**src/rtl/ifu_prefetch.sv**
```systemverilog
// Instruction fetch unit: PC, internal imem, DEPTH-entry prefetch buffer, valid/ready to decode.
// Optional perf counters (fetch_cnt, stall_cnt) enabled by defining IFU_PERF_CNT_EN.
module ifu_prefetch #(
  parameter int IW       = 16,
  parameter int AW       = 8,
  parameter int DEPTH    = 4,
  parameter int RESET_PC = 0
) (
  input  logic                       clk,
  input  logic                       reset,
  input  logic                       en,
  input  logic                       imem_we,
  input  logic [AW-1:0]              imem_waddr,
  input  logic [IW-1:0]              imem_wdata,
  input  logic                       redirect,
  input  logic [AW-1:0]              redirect_pc,
  output logic [IW-1:0]              isr,
  output logic [AW-1:0]              isr_pc,
  output logic                       isr_valid,
  input  logic                       isr_ready,
  output logic [AW-1:0]              pc,
  output logic [$clog2(DEPTH):0]     fifo_count,
  output logic [31:0]                fetch_cnt,
  output logic [31:0]                stall_cnt
);

  localparam int PW = $clog2(DEPTH);
  localparam int CW = PW + 1;

  logic [IW-1:0] r_imem    [0:(1<<AW)-1];
  logic [IW-1:0] r_buf_ins [0:DEPTH-1];
  logic [AW-1:0] r_buf_pc  [0:DEPTH-1];

  logic [PW-1:0] r_head, r_tail;
  logic [CW-1:0] r_count;
  logic [AW-1:0] r_pc;

  logic          w_valid, w_full, w_pop, w_push;
  logic [IW-1:0] w_fetch;

  assign w_valid = (r_count != '0);
  assign w_full  = (r_count == CW'(DEPTH));
  // Redirect wins over both sides of the buffer; a full buffer still fetches when the head pops.
  assign w_pop   = w_valid & isr_ready & ~redirect;
  assign w_push  = en & ~redirect & (~w_full | w_pop);
  assign w_fetch = r_imem[r_pc];

  // Program-load port; the same-edge fetch sees the pre-write word.
  always_ff @(posedge clk) begin
    if (imem_we) r_imem[imem_waddr] <= imem_wdata;
  end

  always_ff @(posedge clk) begin
    if (w_push) begin
      r_buf_ins[r_tail] <= w_fetch;
      r_buf_pc[r_tail]  <= r_pc;
    end
  end

  always_ff @(posedge clk or posedge reset) begin
    if (reset) begin
      r_pc    <= AW'(RESET_PC);
      r_head  <= '0;
      r_tail  <= '0;
      r_count <= '0;
    end else if (redirect) begin
      r_pc    <= redirect_pc;
      r_head  <= '0;
      r_tail  <= '0;
      r_count <= '0;
    end else begin
      if (w_push) begin
        r_tail <= r_tail + 1'b1;
        r_pc   <= r_pc + 1'b1;
      end
      if (w_pop) r_head <= r_head + 1'b1;
      case ({w_push, w_pop})
        2'b10:   r_count <= r_count + 1'b1;
        2'b01:   r_count <= r_count - 1'b1;
        default: r_count <= r_count;
      endcase
    end
  end

  // Head fields are masked to zero while the buffer is empty.
  assign isr        = w_valid ? r_buf_ins[r_head] : '0;
  assign isr_pc     = w_valid ? r_buf_pc[r_head]  : '0;
  assign isr_valid  = w_valid;
  assign pc         = r_pc;
  assign fifo_count = r_count;

`ifdef IFU_PERF_CNT_EN
  logic [31:0] r_fetch_cnt, r_stall_cnt;

  always_ff @(posedge clk or posedge reset) begin
    if (reset) begin
      r_fetch_cnt <= '0;
      r_stall_cnt <= '0;
    end else begin
      if (w_push)                r_fetch_cnt <= r_fetch_cnt + 32'd1;
      if (w_valid & ~isr_ready)  r_stall_cnt <= r_stall_cnt + 32'd1;
    end
  end

  assign fetch_cnt = r_fetch_cnt;
  assign stall_cnt = r_stall_cnt;
`else
  assign fetch_cnt = '0;
  assign stall_cnt = '0;
`endif

endmodule

```
**config.mk**
```make
export PLATFORM = sky130hd
export DESIGN_NAME = ifu_prefetch
export DESIGN_NICKNAME = d
export VERILOG_FILES = /design/src/rtl/ifu_prefetch.sv
export SDC_FILE = /design/constraint.sdc
export NUM_CORES = 2
export LEC_CHECK = 0
export CAP_MARGIN = 20
export CORE_MARGIN = 2
export CORE_UTILIZATION = 37
export CTS_CLUSTER_SIZE = 20
export DETAILED_ROUTE_END_ITERATION = 8
export DONT_BUFFER_PORTS = 1
export PLACE_DENSITY = 0.51
export REMOVE_ABC_BUFFERS = 1
export SLEW_MARGIN = 20
export SYNTH_ARGS = -nofsm -noshare
export SYNTH_HDL_FRONTEND = slang
export SYNTH_MEMORY_MAX_BITS = 65536
export SYNTH_SLANG_ARGS = --single-unit
```
**constraint.sdc**
```tcl
create_clock -name clk -period 6.5 [get_ports clk]
set_clock_uncertainty 0.1 [all_clocks]
set_input_delay 0.65 -clock clk [delete_from_list [all_inputs] [get_ports clk]]
set_output_delay 0.65 -clock clk [all_outputs]
set_load 0.01 [all_outputs]
```
* Yosys cells after proc, flatten, opt, wreduce, memory -nomap -nowiden
Memories as Yosys holds them, arrays and structs flattened. Cells that the tools add are included.
Storage, ports and cells: register bits 15, memory bits (writable) 4192, output and inout port bits 100, word-level logic and storage cells 40, memories kept 3
Memories:
- r_imem | depth 256, width 16, read ports 1, clocked after memory_dff 0, write ports 1, RTL line 30 | logic [IW-1:0] r_imem [0:(1<<AW)-1];
- r_buf_ins | depth 4, width 16, read ports 1, clocked after memory_dff 0, write ports 1, RTL line 31 | logic [IW-1:0] r_buf_ins [0:DEPTH-1];
- r_buf_pc | depth 4, width 8, read ports 1, clocked after memory_dff 0, write ports 1, RTL line 32 | logic [AW-1:0] r_buf_pc [0:DEPTH-1];
Operators by class: $add $sub $neg 5, equal/unequal tests 3, multiplexer cells 14, bitwise logic cells 7, reduce and logical (&&, ||, !) cells 4
Operator list (number):
- 2-to-1 mux 8 bit | 3
- 2-to-1 mux 16 bit | 1
- adder 8 x 1 -> 8 bit, second input constant | 1
- 2-to-1 mux 2 bit | 4
- one-hot mux 3 bit (2 select lines) | 1
- nonzero test 3 bit | 2
- adder 2 x 1 -> 2 bit, second input constant | 2
- AND 1 bit | 4
- 2-to-1 mux 1 bit | 4
- nonzero test 2 bit | 2
- adder 3 x 1 -> 3 bit, second input constant | 1
- == test 3 bit, second input constant | 1
- 2-to-1 mux 3 bit | 1
- subtractor 3 x 1 -> 3 bit, second input constant | 1
- == test 2 x 1 -> 1 bit, second input constant | 1
- == test 2 bit, second input constant | 1
- inverter 1 bit | 2
- bitwise OR 1 bit | 1

* Logic depth before layout (Yosys ltp)
depth after elaboration 8, depth in mapped cells 14, depth with buffers taken out 10

* Least setup slack after synthesis
OpenSTA, ideal clock, no wires.
path type register to register, start register r_pc[0], in the netlist pc[0], end memory r_buf_ins[0][0] (data pin), library setup time 0.273 ns, data arrival time 2.568 ns, setup slack 3.558 ns, cell stages (with the launch flop) 9, period minus slack after synthesis 2.942 ns, cell sequence dfrtp_1 > buf_6 > buf_8 > buf_8 > buf_6 > mux4_2 > mux4_2 > a2111oi_2 > nor2_1
On the way: cells in the longest elaborated chain, start to end 1
RTL lines:
- start, declared | RTL line 36 | logic [AW-1:0] r_pc;
- start signal, assigned | RTL line 62 | r_pc <= AW'(RESET_PC);
- start signal, assigned | RTL line 67 | r_pc <= redirect_pc;
- start signal, assigned | RTL line 74 | r_pc <= r_pc + 1'b1;
- memory (256 x 16 bit)
- net w_fetch[0] | RTL line 39 | logic [IW-1:0] w_fetch;
- end, declared | RTL line 31
The timed path passes the listed nets, and every way through them passes these cells.

* Final worst setup path
start register r_pc[1], in the netlist pc[1], end memory r_buf_ins[1][3] (data pin)
The elaborated chain is that of the path after synthesis.

==> impl_results.md <==
- Status: finished, violations left
- Violated checks: negative hold slack
- Hold crit path type: in2reg
- CP max stage delay: between 1000 and 1500 ps
- #FFs+latches synth: 4207
- Placed insts: between 10k and 15k
- Clock insertion delay at the later pin of the skew report: 1020 ps
- Clk sink count: roughly 4.2k
- Slew Limit Fails: 0
- Placement Setup Slack: about 1200 ps
- Initial DRC Count: 12.52k
- Drt drc: 0
- Post-CTS setup buffer count: 0
- Final Non-Filler Cells: ~15k
- Final #Nets: a little over 8k
- FFs w/ async S/R, synth: less than 1%
- Final hold viol count: 4
- Area grow syn2layout: 14.29%
- VDD IR-drop max: ~0.24 mV
- Root Driver: clkbuf_16
- Grt total ovfl: 0
- Element type at the critical path end: register
- Largest net degree at the start of global routing: 257
- Cts bufs inserted: 433
- Total global-route track usage: 23.45%
- # rows: about 250
- Worst-Margin Slew: between 1000 and 1500 ps
- Largest area contributor in the netlist: edfxtp_1
- Drt wl/cell: 37.04 um
- Die area: between 400000 and 500000 sq um
- Bufs on Longest Clock Path: 4
- Yosys top cell area share: about 76%
- EDFF count, synth: around 4.2k
- Yosys warns: 0
- HPWL after DPL: between 200 and 300 mm
- Hold WS: -19.02 ps
- RSZ-0062 raised after global routing: false
- Gate Count Post-Synth: 7814
- Via count: between 80k and 90k
- Seq/Total Area, Yosys: between 70% and 80%
- Filler instances: ~38k
- Post-Synthesis Cell Area: about 160000 sq um
- Max Cap Viol: 0
- Commonest cells after routing, fill and taps aside: 4192 x edfxtp_1, 703 x mux4_2, 608 x mux2i_1, 435 x clkbuf_16, 359 x buf_4
- Initial antenna violation count: 33
- Share of cells above drive strength 1: 23.71%
- Critical path arrival: between 6000 and 7000 ps
- Final Util: 42.38%
- Initial Util: between 30% and 40%
- Leakage dissipation: 59.09 nW
- CTS H-tree lvls: 5
- CTS Hold Bufs: between 60 and 70
- Synth top area cells: edfxtp_1 76%, mux4_2 9.6%, mux2i_1 3.7%
- Final setup vio count: 0
- Core area: ~440000 sq um
- Clock slew seen by the registers of the worst setup and hold paths: about 60 ps
- First-pass GRT wire length: slightly above 700 mm
- Synth Flop Type: edfxtp_1
- Mean Syn Cell Area: 21.08 sq um
- Fin crit period: approximately 5400 ps
- Setup ws final: about 1100 ps
- Number of port buffers: 0
- Placer Congestion: 0.8456
- Overall die width: 671.2 um
- Vias in the first global route: roughly 83k
- Setup crit start kind: register
- Commonest non-fill, non-tap cell in the layout: edfxtp_1
- Distinct cells, synth: 85
- Routed vias/inst: between 5 and 6
- Tcrit/Tclk final: ~82%
- Worst Setup Path Type: reg2reg
- Post-route ant nets: 0
- Detailed Route WL: 539.5 mm
- Req. time, crit path: just over 7000 ps
- Die Ht: between 600 and 700 um
- Slowest cell on the critical path: dfrtp_4
- Power per cell area: 327.4 nW/um^2
- Post_cts resized: 0
- Crit path max fanout: 50
- FMAX: 186.7 MHz
- Drt pass-1 iters: 5
- Slew headroom: 14.41%
- CP cell instances: nand2_4, buf_12, o221ai_1, o22ai_1, nor3_1, nor3_1, buf_4, nor4_1, buf_4
- TritonCTS clock tree: yes
- Tot Pwr: 61.63 mW
- # IOs: roughly 140
[state kept, by name, summed over array words and instances (netlist names)]
register,count
r_tail,2
r_buf_ins,64
fifo_count,3
r_buf_pc,32
pc,8
r_imem,4096
r_head,2
[power breakdown]
| group | internal (mW) | switching, mW | leakage [nW] |
|---|---|---|---|
| sequential | 30.0 | 0.123 | 37.9 |
| clock | 13.9 | 10.7 | 6.76 |
| combinational | 2.35 | 4.63 | 14.5 |
[area by class of cell]
class	count	area [sq um]	share of cell area, %
diodes	23	57.56	0.03057
well taps	5928	7417	3.940
clock inverters	269	2455	1.304
multi-input cells	3125	35530	18.87
clock buffers	524	11330	6.018
flip-flops and latches	4207	126300	67.08
inverters	11	56.30	0.02991
repair buffers	478	5129	2.724
[cell families (layout without fill, tap and decap cells)]
group / Yosys count / count (layout) / synth area share, %
flip-flops: 4207 / 4207 / 76.65
multiplexers: 1431 / 1431 / 15.08
AO/OA/AOI/OAI: 858 / 858 / 3.611
AND/OR/NAND/NOR: 754 / 754 / 2.042
buffers and inverters: 545 / 1282 / 2.504
XOR/XNOR: 12 / 12 / 0.06381
adder cells (fa/ha/maj): 6 / 6 / 0.05014
other: 1 / 87 / 0.002277
[routing by layer]
layer  routed length, um  GRT usage, %  part of all wire (%)
met3               42500         3.888                   7.9
met5                 139             0                 0.026
met4               21000         8.072                   3.9
met1              221900         32.76                    41
met2              253900         37.36                    47
[synthesized netlist by cell type, types with 17 or more instances]
cell type / count
edfxtp_1: 4192
o21ai_0: 102
clkbuf_1: 163
nor2b_1: 17
buf_8: 65
buf_4: 86
mux2i_1: 608
buf_6: 70
a221oi_1: 17
buf_2: 87
a31oi_1: 26
and2_1: 39
nor3_1: 57
mux4_1: 104
nand2_1: 143
a21oi_1: 182
a22oi_1: 62
buf_1: 26
o22ai_1: 141
nand3_1: 62
mux4_2: 703
o221ai_1: 203
nor2_1: 358
nor4_1: 18
clkbuf_8: 26
[path summary, 6_finish.rpt]
path | from | to | slack (ps) | cells after the start
hold reg to reg | r_head[1] | r_head[1] | 450 | 2
min in group asynchronous | reset | pc[4] | 270 | 2
setup reg to reg | pc[1] | r_buf_ins[1][3] | 1140 | 9
max in group asynchronous | reset | pc[5] | 5210 | 2
setup / recovery | pc[1] | r_buf_ins[1][3] | 1140 | 9
hold / removal | imem_wdata[0] | r_imem[33][0] | -20 | 1
[critical path: cells and delay by family (launching register included)]
family,cells,cell delay [ps]
simple gates,4,2350
flops,1,1040
buf+inv,3,930
compound gates,2,570
[per-stage QoR]
| stage | TNS [ps] | cell area, sq um |
|---|---|---|
| global route | 0 | 188200 |
| floorplan | -3363390 | 160900 |
| global placement | 0 | 172500 |
| finish | 0 | 188300 |
| CTS | 0 | 188000 |
| detailed placement | 0 | 172800 |
Note: power is estimated with default switching activity, not from simulation.
